==> config.mk <==
export PLATFORM = sky130hd
export DESIGN_NAME = regfile_param_flat
export DESIGN_NICKNAME = d
export VERILOG_FILES = /design/src/rtl/regfile_pkg.sv /design/src/rtl/regfile_if.sv /design/src/rtl/regfile_scoreboard.sv /design/src/rtl/regfile_param.sv /design/src/flat_wrapper.sv
export SDC_FILE = /design/constraint.sdc
export NUM_CORES = 2
export LEC_CHECK = 0
export CORE_MARGIN = 2
export CORE_UTILIZATION = 45
export DETAILED_ROUTE_END_ITERATION = 8
export PLACE_DENSITY = 0.65
export SETUP_SLACK_MARGIN = 0.2
export SKIP_LAST_GASP = 1
export SLEW_MARGIN = 25
export SYNTH_ARGS = -nofsm -noshare
export SYNTH_HDL_FRONTEND = slang
export SYNTH_SLANG_ARGS = --single-unit
==> constraint.sdc <==
create_clock -name Clk -period 9.1 [get_ports Clk]
set_clock_uncertainty 0.2 [all_clocks]
set_input_delay 1.82 -clock Clk [delete_from_list [all_inputs] [get_ports Clk]]
set_output_delay 1.82 -clock Clk [all_outputs]
set_load 0.005 [all_outputs]
==> src/rtl/regfile_pkg.sv <==
// rtl/regfile_pkg.sv - shared defaults and address-width helper for the register file
// Purpose: default WIDTH/DEPTH/BYPASS values and the AW derivation used by every
//          file of the register-file slice.
// Ports:   none (package).
package regfile_pkg;

  localparam int WIDTH_DEF  = 32;
  localparam int DEPTH_DEF  = 32;
  localparam int BYPASS_DEF = 1;

  // Address width for a power-of-two register count (DEPTH >= 2).
  function automatic int addr_width(input int depth);
    return $clog2(depth);
  endfunction

endpackage

==> src/rtl/regfile_if.sv <==
// rtl/regfile_if.sv - read/write/reserve bus between a pipeline and the register file
// Purpose: bundles the two read ports, the write port, the reserve port and the
//          scoreboard status outputs.
// Ports:   master drives addresses, write data and strobes and receives read data
//          and pending status; slave is the register file.
interface regfile_if #(
  parameter int WIDTH = regfile_pkg::WIDTH_DEF,
  parameter int DEPTH = regfile_pkg::DEPTH_DEF
);
  import regfile_pkg::*;

  localparam int AW = addr_width(DEPTH);

  logic [AW-1:0]    ReadRegister1;
  logic [AW-1:0]    ReadRegister2;
  logic [WIDTH-1:0] ReadData1;
  logic [WIDTH-1:0] ReadData2;
  logic [AW-1:0]    WriteRegister;
  logic [WIDTH-1:0] WriteData;
  logic             RegWrite;
  logic [AW-1:0]    ReserveRegister;
  logic             Reserve;
  logic             Pending1;
  logic             Pending2;
  logic             Stall;
  logic [AW:0]      PendingCount;

  modport master (
    output ReadRegister1, ReadRegister2, WriteRegister, WriteData, RegWrite,
           ReserveRegister, Reserve,
    input  ReadData1, ReadData2, Pending1, Pending2, Stall, PendingCount
  );

  modport slave (
    input  ReadRegister1, ReadRegister2, WriteRegister, WriteData, RegWrite,
           ReserveRegister, Reserve,
    output ReadData1, ReadData2, Pending1, Pending2, Stall, PendingCount
  );

endinterface

==> src/rtl/regfile_scoreboard.sv <==
// rtl/regfile_scoreboard.sv - per-register pending bits and registered pending count
// Purpose: tracks registers reserved by outstanding multi-cycle producers.
// Ports:   Clk, Reset_n (async active-low); set_en/set_addr reserve a register;
//          clr_en/clr_addr clear it on write; rd_addr1/2 with fwd1/2 (write being
//          forwarded to that read port) produce pending1/2; pending_count is the
//          registered number of pending registers.
module regfile_scoreboard
  import regfile_pkg::*;
#(
  parameter int DEPTH  = DEPTH_DEF,
  parameter int BYPASS = BYPASS_DEF,
  localparam int AW    = addr_width(DEPTH)
) (
  input  logic          Clk,
  input  logic          Reset_n,
  input  logic          set_en,
  input  logic [AW-1:0] set_addr,
  input  logic          clr_en,
  input  logic [AW-1:0] clr_addr,
  input  logic [AW-1:0] rd_addr1,
  input  logic [AW-1:0] rd_addr2,
  input  logic          fwd1,
  input  logic          fwd2,
  output logic          pending1,
  output logic          pending2,
  output logic [AW:0]   pending_count
);

  localparam logic [AW:0] ONE = {{AW{1'b0}}, 1'b1};

  logic [DEPTH-1:0] pend;
  logic [DEPTH-1:0] pend_next;
  logic             inc;
  logic             dec;
  logic             same_addr;

  // set_en/clr_en arrive already qualified with a nonzero address, so bit 0
  // is never set.
  assign same_addr = set_en && clr_en && (set_addr == clr_addr);

  // The count moves only on real transitions of a bit: re-reserving a pending
  // register or writing a non-pending one leaves it alone, and a reserve
  // overrides a clear of the same register.
  assign inc = set_en && !pend[set_addr];
  assign dec = clr_en && pend[clr_addr] && !same_addr;

  always_comb begin
    pend_next = pend;
    if (clr_en) pend_next[clr_addr] = 1'b0;
    if (set_en) pend_next[set_addr] = 1'b1;
  end

  always_ff @(posedge Clk or negedge Reset_n) begin
    if (!Reset_n) begin
      pend          <= '0;
      pending_count <= '0;
    end else begin
      pend <= pend_next;
      if (inc && !dec)      pending_count <= pending_count + ONE;
      else if (dec && !inc) pending_count <= pending_count - ONE;
    end
  end

  // A forwarded write satisfies the reader this cycle unless the same register
  // is simultaneously re-reserved by a new producer.
  always_comb begin
    pending1 = pend[rd_addr1];
    pending2 = pend[rd_addr2];
    if (BYPASS != 0) begin
      if (fwd1 && !(set_en && set_addr == rd_addr1)) pending1 = 1'b0;
      if (fwd2 && !(set_en && set_addr == rd_addr2)) pending2 = 1'b0;
    end
  end

endmodule

==> src/rtl/regfile_param.sv <==
// rtl/regfile_param.sv - parameterised 2-read/1-write register file with reservation scoreboard
// Purpose: storage with r0 hardwired to zero, combinational reads with optional
//          write-to-read forwarding, and a pending-write scoreboard.
// Ports:   Clk (posedge), Reset_n (async active-low), bus (regfile_if.slave).
module regfile_param
  import regfile_pkg::*;
#(
  parameter int WIDTH  = WIDTH_DEF,
  parameter int DEPTH  = DEPTH_DEF,
  parameter int BYPASS = BYPASS_DEF,
  localparam int AW    = addr_width(DEPTH)
) (
  input  logic     Clk,
  input  logic     Reset_n,
  regfile_if.slave bus
);

  logic [WIDTH-1:0] mem [DEPTH];
  logic             armed;
  logic             we;
  logic             rsv;
  logic             fwd1;
  logic             fwd2;
  logic [WIDTH-1:0] rd1;
  logic [WIDTH-1:0] rd2;

  // armed stays low through reset and the first edge after release, so a
  // write or reserve coinciding with reset deassertion is dropped.
  always_ff @(posedge Clk or negedge Reset_n) begin
    if (!Reset_n) armed <= 1'b0;
    else          armed <= 1'b1;
  end

  assign we  = bus.RegWrite && armed && (bus.WriteRegister != '0);
  assign rsv = bus.Reserve  && armed && (bus.ReserveRegister != '0);

  always_ff @(posedge Clk or negedge Reset_n) begin
    if (!Reset_n) begin
      for (int i = 0; i < DEPTH; i++) mem[i] <= '0;
    end else if (we) begin
      mem[bus.WriteRegister] <= bus.WriteData;
    end
  end

  assign fwd1 = (BYPASS != 0) && we && (bus.WriteRegister == bus.ReadRegister1);
  assign fwd2 = (BYPASS != 0) && we && (bus.WriteRegister == bus.ReadRegister2);

  always_comb begin
    rd1 = mem[bus.ReadRegister1];
    rd2 = mem[bus.ReadRegister2];
    if (fwd1) rd1 = bus.WriteData;
    if (fwd2) rd2 = bus.WriteData;
    if (bus.ReadRegister1 == '0) rd1 = '0;
    if (bus.ReadRegister2 == '0) rd2 = '0;
  end

  assign bus.ReadData1 = rd1;
  assign bus.ReadData2 = rd2;

  regfile_scoreboard #(
    .DEPTH  (DEPTH),
    .BYPASS (BYPASS)
  ) u_scoreboard (
    .Clk           (Clk),
    .Reset_n       (Reset_n),
    .set_en        (rsv),
    .set_addr      (bus.ReserveRegister),
    .clr_en        (we),
    .clr_addr      (bus.WriteRegister),
    .rd_addr1      (bus.ReadRegister1),
    .rd_addr2      (bus.ReadRegister2),
    .fwd1          (fwd1),
    .fwd2          (fwd2),
    .pending1      (bus.Pending1),
    .pending2      (bus.Pending2),
    .pending_count (bus.PendingCount)
  );

  assign bus.Stall = bus.Pending1 || bus.Pending2;

endmodule
==> src/flat_wrapper.sv <==
// flat-port wrapper written by rule: the top's interface ports become plain ports
module regfile_param_flat import regfile_pkg::*;
#(
  parameter int WIDTH  = WIDTH_DEF,
  parameter int DEPTH  = DEPTH_DEF,
  parameter int BYPASS = BYPASS_DEF,
  localparam int AW    = addr_width(DEPTH)
)
  (Clk, Reset_n, bus_ReadRegister1, bus_ReadRegister2, bus_WriteRegister, bus_WriteData, bus_RegWrite, bus_ReserveRegister, bus_Reserve, bus_ReadData1, bus_ReadData2, bus_Pending1, bus_Pending2, bus_Stall, bus_PendingCount);
  regfile_if #(.WIDTH(WIDTH), .DEPTH(DEPTH)) bus_i ();
  input  logic Clk;
  input  logic Reset_n;
  input wire logic [$bits(bus_i.ReadRegister1)-1:0] bus_ReadRegister1;
  input wire logic [$bits(bus_i.ReadRegister2)-1:0] bus_ReadRegister2;
  input wire logic [$bits(bus_i.WriteRegister)-1:0] bus_WriteRegister;
  input wire logic [$bits(bus_i.WriteData)-1:0] bus_WriteData;
  input wire logic [$bits(bus_i.RegWrite)-1:0] bus_RegWrite;
  input wire logic [$bits(bus_i.ReserveRegister)-1:0] bus_ReserveRegister;
  input wire logic [$bits(bus_i.Reserve)-1:0] bus_Reserve;
  output wire logic [$bits(bus_i.ReadData1)-1:0] bus_ReadData1;
  output wire logic [$bits(bus_i.ReadData2)-1:0] bus_ReadData2;
  output wire logic [$bits(bus_i.Pending1)-1:0] bus_Pending1;
  output wire logic [$bits(bus_i.Pending2)-1:0] bus_Pending2;
  output wire logic [$bits(bus_i.Stall)-1:0] bus_Stall;
  output wire logic [$bits(bus_i.PendingCount)-1:0] bus_PendingCount;
  assign bus_i.ReadRegister1 = bus_ReadRegister1;
  assign bus_i.ReadRegister2 = bus_ReadRegister2;
  assign bus_i.WriteRegister = bus_WriteRegister;
  assign bus_i.WriteData = bus_WriteData;
  assign bus_i.RegWrite = bus_RegWrite;
  assign bus_i.ReserveRegister = bus_ReserveRegister;
  assign bus_i.Reserve = bus_Reserve;
  assign bus_ReadData1 = bus_i.ReadData1;
  assign bus_ReadData2 = bus_i.ReadData2;
  assign bus_Pending1 = bus_i.Pending1;
  assign bus_Pending2 = bus_i.Pending2;
  assign bus_Stall = bus_i.Stall;
  assign bus_PendingCount = bus_i.PendingCount;
  regfile_param #(.WIDTH(WIDTH), .DEPTH(DEPTH), .BYPASS(BYPASS)) u_core (.Clk(Clk), .Reset_n(Reset_n), .bus(bus_i));
endmodule
# [Yosys cells after proc, flatten, opt, wreduce, memory -nomap -nowiden]
# Index checks and enable logic that the tools add are counted.
[classes] addsub=2 eq_ne=5 n_reduce_logical=32 magnitude_cmp=10 mux=31 n_bitwise=6
[op_table] cell="bitwise mux 1024 bit" n=1
[op_table] cell="2-to-1 mux 32 bit" n=11
[op_table] cell="binary-select mux 32 bit (select 5 bit)" n=2
[op_table] cell="demux 32 bit (select 5 bit)" n=1
[op_table] cell="AND 32 bit" n=1
[op_table] cell="inverter 32 bit" n=1
[op_table] cell="bitwise OR 32 bit" n=1
[op_table] cell="equality test 5 bit" n=5
[op_table] cell="< comparator 5 x 6 -> 1 bit (second input constant)" n=4
[op_table] cell="binary-select mux 1 bit (select 5 bit)" n=4
[op_table] cell="logical AND 1 bit" n=20
[op_table] cell=">= comparator 6 bit (second input constant)" n=3
[op_table] cell="inverter 5 -> 6 bit" n=3
[op_table] cell="2-to-1 mux 6 bit" n=2
[op_table] cell="demux 1 bit (select 5 bit)" n=2
[op_table] cell=">= comparator 5 x 1 -> 1 bit (second input constant)" n=2
[op_table] cell="zero test 5 bit" n=2
[op_table] cell="nonzero test 5 bit" n=2
[op_table] cell="2-to-1 mux 1 bit" n=8
[op_table] cell="adder 6 x 1 -> 6 bit (second input constant)" n=1
[op_table] cell="zero test 1 bit" n=6
[op_table] cell="< comparator 6 x 1 -> 1 bit (second input constant)" n=1
[op_table] cell="subtractor 6 x 1 -> 6 bit (second input constant)" n=1
[op_table] cell="nonzero test 2 bit" n=1
[op_table] cell="logical OR 1 bit" n=1
[totals] ff_bits=1063 out_inout_bits=73 inputBits=56 wordCells=121

# [Longest topological paths before layout]
[logic_depth] word_depth=9 depth_mapped=16 mapped_depth_nobuf=14

# [Modules after synthesis]
# From an unflattened synthesis, not the netlist that was laid out.
[unflattened] hier_cells=4143 area_unflattened_um2=58337.2
[modules_own_cells] module="regfile_param" n_inst=1 cells_each=3866 seq_area_each_um2=25649.6 area_per_inst_um2=55291.8
[modules_own_cells] module="regfile_scoreboard" n_inst=1 cells_each=277 seq_area_each_um2=950.9 area_per_inst_um2=3045.4

# [Worst setup path before layout]
# No wires, ideal clock.
[synth_timing] kind="input to output" from="input bus_ReadRegister2[0]" to="output bus_ReadData2[16]" path_buffers=3 arrival_time_ps=3605 slack_ps=3475 cell_stages=8 required_ps=7080 cell_sequence="buf_4 > buf_6 > buf_2 > mux4_2 > and2_1 > a211oi_1 > a211oi_1 > a221o_1"
[synth_via] elab_chain_len=6 word_cells_on_any_way=9 cone_classes="eq/ne (1); mux (5); bitwise (1); reduce/logical (2)"
[synth_lines] element="from (decl)" line_no="flat_wrapper.sv:14" rtl="input wire logic [$bits(bus_i.ReadRegister2)-1:0] bus_ReadRegister2;"
[synth_lines] element="inverter 5 -> 6 bit (not written as such)" line_no="regfile_param.sv:50" rtl="rd2 = mem[bus.ReadRegister2];"
[synth_lines] element="binary-select mux 32 bit (select 5 bit)" line_no="regfile_param.sv:50"
[synth_lines] element="2-to-1 mux 32 bit (not written as such) (2 in a row)" line_no="regfile_param.sv:50"
[synth_lines] element="2-to-1 mux 32 bit" line_no="regfile_param.sv:52" rtl="if (fwd2) rd2 = bus.WriteData;"
[synth_lines] element="2-to-1 mux 32 bit *" line_no="regfile_param.sv:54" rtl="if (bus.ReadRegister2 == '0) rd2 = '0;"
[synth_lines] element="to (decl)" line_no="flat_wrapper.sv:21" rtl="output wire logic [$bits(bus_i.ReadData2)-1:0] bus_ReadData2;"
# Every way passes the cells marked *; elsewhere a longest branch is shown, timed or not. The select of a mux whose other input is x is not followed.

# [Final worst setup path]
[layout_timing] from="input bus_WriteRegister[2]" to="output bus_ReadData1[19]"
[layout_via] elab_chain_len=5 word_cells_on_any_way=6 cone_classes="eq/ne (1); mux (2); reduce/logical (3)"
[layout_lines] element="from (decl)" line_no="flat_wrapper.sv:15" rtl="input wire logic [$bits(bus_i.WriteRegister)-1:0] bus_WriteRegister;"
[layout_lines] element="nonzero test 5 bit" line_no="regfile_param.sv:34" rtl="assign we = bus.RegWrite && armed && (bus.WriteRegister != '0);"
[layout_lines] element="logical AND 1 bit" line_no="regfile_param.sv:34"
[layout_lines] element="logical AND 1 bit *" line_no="regfile_param.sv:45" rtl="assign fwd1 = (BYPASS != 0) && we && (bus.WriteRegister == bus.ReadRegister1);"
[layout_lines] element="2-to-1 mux 32 bit *" line_no="regfile_param.sv:51" rtl="if (fwd1) rd1 = bus.WriteData;"
[layout_lines] element="2-to-1 mux 32 bit *" line_no="regfile_param.sv:53" rtl="if (bus.ReadRegister1 == '0) rd1 = '0;"
[layout_lines] element="to (decl)" line_no="flat_wrapper.sv:20" rtl="output wire logic [$bits(bus_i.ReadData1)-1:0] bus_ReadData1;"
# Every way passes the cells marked *; elsewhere a longest branch is shown, timed or not.

==> key figures <==
Outcome
  – Status: completed

Critical path
  – WS Path Type: in2out
  – Crit-path max FO: 15
  – Reg2reg start: u_core.armed$_DFF_PN0_
  – Crit path capture type: primary output
  – Req. time, crit path: 7.08 ns
  – Crit path DAT: 5.70 ns
  – Crit path from: bus_WriteRegister[2]
  – Crit path launch type: input pin

Synth
  – Area contributors post-synth: dfrtp_1 (45%), mux4_2 (20%), mux2_2 (19%)
  – Syn Std Cell Area: 58580 um^2
  – Yosys cell types: 68
  – Syn nets: 4048
  – Seq cells post-synth: 1063
  – Post-synth EDFFs: 0
  – Post-synthesis mux area share: 0.4228
  – Ys async rst share: 1.000
  – Main combinational cell family by area after synthesis: multiplexers
  – Most common cell in the netlist: dfrtp_1
  – Warnings, synthesis: 0
  – Post-synthesis adder-cell area fraction: 0.001410
  – Synthesized area per cell: 14.70 um^2
  – Compound-Gate Fraction of Synth Area: 0.04838
  – Most common flop cell mapped by yosys: dfrtp_1
  – Post-Synth Simple-Gate Area: 0.02619
  – Post-synthesis cell count: 3986
  – Cell taking the most area after synthesis: dfrtp_1
  – Register area share after synthesis: 0.4541
  – Synth top cells by count: dfrtp_1 (1063), mux2_2 (965), mux4_2 (511)
  – Top cell type's share of synthesized area: 0.4541
  – Post-Synth XOR/XNOR Area: 0.004486

Min path
  – HP Class: reg2reg
  – Worst hold start: u_core.mem[1010]$_DFFE_PN0P_

Finish
  – Fin nets: 3945
  – Utilization after layout: 0.5017
  – Share of cells above drive strength 1: 0.4660
  – N_diodes: 0
  – Final std cells w/o fill: 5725
  – Layout area overhead: 10.76%
  – Filler instances: 10890

Placement
  – DP HPWL: 103000 um
  – IO Port Bufs: 128
  – Gpl congestion: 0.8194
  – Cells after DPL: 5507

Clock network
  – CTS max path bufs: 3
  – Cts hold-fix bufs: 0
  – H-tree levels: 3
  – Setup Fix Bufs, Post-CTS: 0
  – Post-CTS Resized: 0
  – Worst-path clk slew: 0.06 ns
  – Root Buffer: clkbuf_16
  – Inserted Clock Buffers: 115
  – TritonCTS clock tree: done
  – Worst-Skew Late Latency: 0.73 ns
  – Num Clock Sinks: 1063

Floorplanning
  – Core Rows: 132
  – Initial Util: 0.4530
  – Vert. Die Dim: 364.8 um
  – I/O pin count: 129
  – Horiz. Die Dim: 364.8 um
  – Die Footprint: 133100 um^2
  – Total core area: 129300 um^2

Routing
  – Detailed-route DRC error count: 0
  – Mean number of vias per cell: 6.633
  – Drt wl/cell: 32.77 um
  – Via count: 37970
  – Drt first-iter violations: 4167
  – Routed Antenna Nets: 0
  – Final wirelength: 187600 um
  – Pre-antenna DRT Iters: 7

Global routing
  – Initial antenna violation count: 6
  – Total gr overflow: 0
  – All-Layer GR Usage: 0.2834
  – Largest net degree at the start of global routing: 158
  – First-pass GRT wire length: 274600 um
  – Vias in the first global route: 38360

STA
  – Final Hold Violating Endpoints: 0
  – Post-route minimum period: 7.725 ns
  – Finish-stage setup viols: 0
  – Unrepaired setup endpoints after global routing: no
  – Final cycle utilization of the critical path: 0.8489
  – Relative slew slack: 0.2446
  – Hold WS: 0.1984 ns
  – Setup_tns: 0 ns
  – Max-slew violations: 0
  – Worst-Margin Slew: 1.133 ns
  – Fmax: 129.5 MHz

Pwr
  – Power per Cell Area: 201.2 nW/um^2
  – Leakage power: 0.02855 uW
  – Peak supply drop: 172.0 uV

Job
  – Maxcap violations: 0
[through the flow]
step,worst slack (ns),area [um^2],total power (uW)
2_1_floorplan,3.475,58580,7412
3_3_place_gp,1.333,60830,8121
3_5_place_dp,1.470,60910,8200
4_1_cts,1.440,64890,13110
5_1_grt,1.266,64880,13560
6_report,1.375,64880,13050
[flip-flops by register name, summed over array words and instances, names as in the netlist]
signal	count
u_core.armed	1
u_core.u_scoreboard.pending_count	6
u_core.mem	1024
u_core.u_scoreboard.pend	32
[cell type report]
type                       instances  area (um^2)  area share
multi-input combinational       2436        29720      0.4580
tap                             1742         2180     0.03359
clock buffer                     173         3446     0.05311
clock inverter                    44        535.5    0.008254
timing repair buffer             234         2272     0.03502
sequential                      1063        26600      0.4100
inverter                          33        128.9    0.001986
[worst max-delay path, stage by stage]
cell and delay, ns:
clkdlybuf4s50_1 0.71, nor3_2 0.44, a21oi_1 0.21, and4_2 0.41
nor3_4 0.69, buf_4 0.45, a32oi_1 0.09, o21ai_0 0.22
clkdlybuf4s50_1 0.60
[worst paths after layout]
check | to | slack (ns) | cells past startpoint
max | bus_ReadData1[19] | 1.38 | 9
max in group asynchronous | u_core.mem[214]$_DFFE_PN0P_ | 5.83 | 3
min in group asynchronous | u_core.u_scoreboard.pending_count[1]$_DFFE_PN0P_ | 0.95 | 1
min | u_core.mem[1010]$_DFFE_PN0P_ | 0.20 | 0
max reg2reg | u_core.u_scoreboard.pending_count[5]$_DFFE_PN0P_ | 5.05 | 13
min reg2reg | u_core.mem[1010]$_DFFE_PN0P_ | 0.20 | 0
[cells in the final DEF (no fill, tap or decap), types with 15 or more instances in the layout]
cell type / netlist / final
a211oi_1: 64 / 64
a21oi_1: 48 / 48
a221o_1: 36 / 36
a221oi_1: 52 / 52
a22oi_1: 38 / 38
and2_1: 21 / 20
buf_4: 16 / 92
clkbuf_1: 233 / 23
clkbuf_16: 0 / 115
clkbuf_8: 0 / 35
clkdlybuf4s50_1: 0 / 109
clkinv_2: 0 / 24
dfrtp_1: 1063 / 1063
inv_1: 33 / 29
mux2_1: 26 / 26
mux2_2: 965 / 965
mux2i_1: 191 / 191
mux4_2: 511 / 511
nand2_1: 99 / 90
nand3_1: 24 / 24
nor2_1: 55 / 37
nor2_4: 0 / 17
nor2b_1: 32 / 26
o21ai_0: 94 / 94
o22ai_1: 15 / 15
xor2_1: 16 / 16
[cells by family after synthesis]
family                     Yosys count
AOI/OAI and AO/OA                  400
xor gates and xnor gates            30
adders and majority gates            6
buffers and inverters              487
DFF                               1063
muxes                             1700
other                                1
and+or+nand+nor                    299
[metal layers]
| metal | global-route usage | vias up | share of wire |
|---|---|---|---|
| met4 | 0.1003 | 8 | 0.037 |
| met2 | 0.4457 | 1717 | 0.47 |
| met5 | 0 | - | 0.00034 |
| li1 | - | 15220 | - |
| met1 | 0.3951 | 20660 | 0.41 |
| met3 | 0.05267 | 374 | 0.082 |
[power breakdown]
part           switching (uW)  total [uW]  internal (uW)
logic                    1010        2340           1330
clock network            2040        4910           2870
registers                 461        5800           5340
total                    3510       13100           9540
Power figures use the tool's default switching activity.
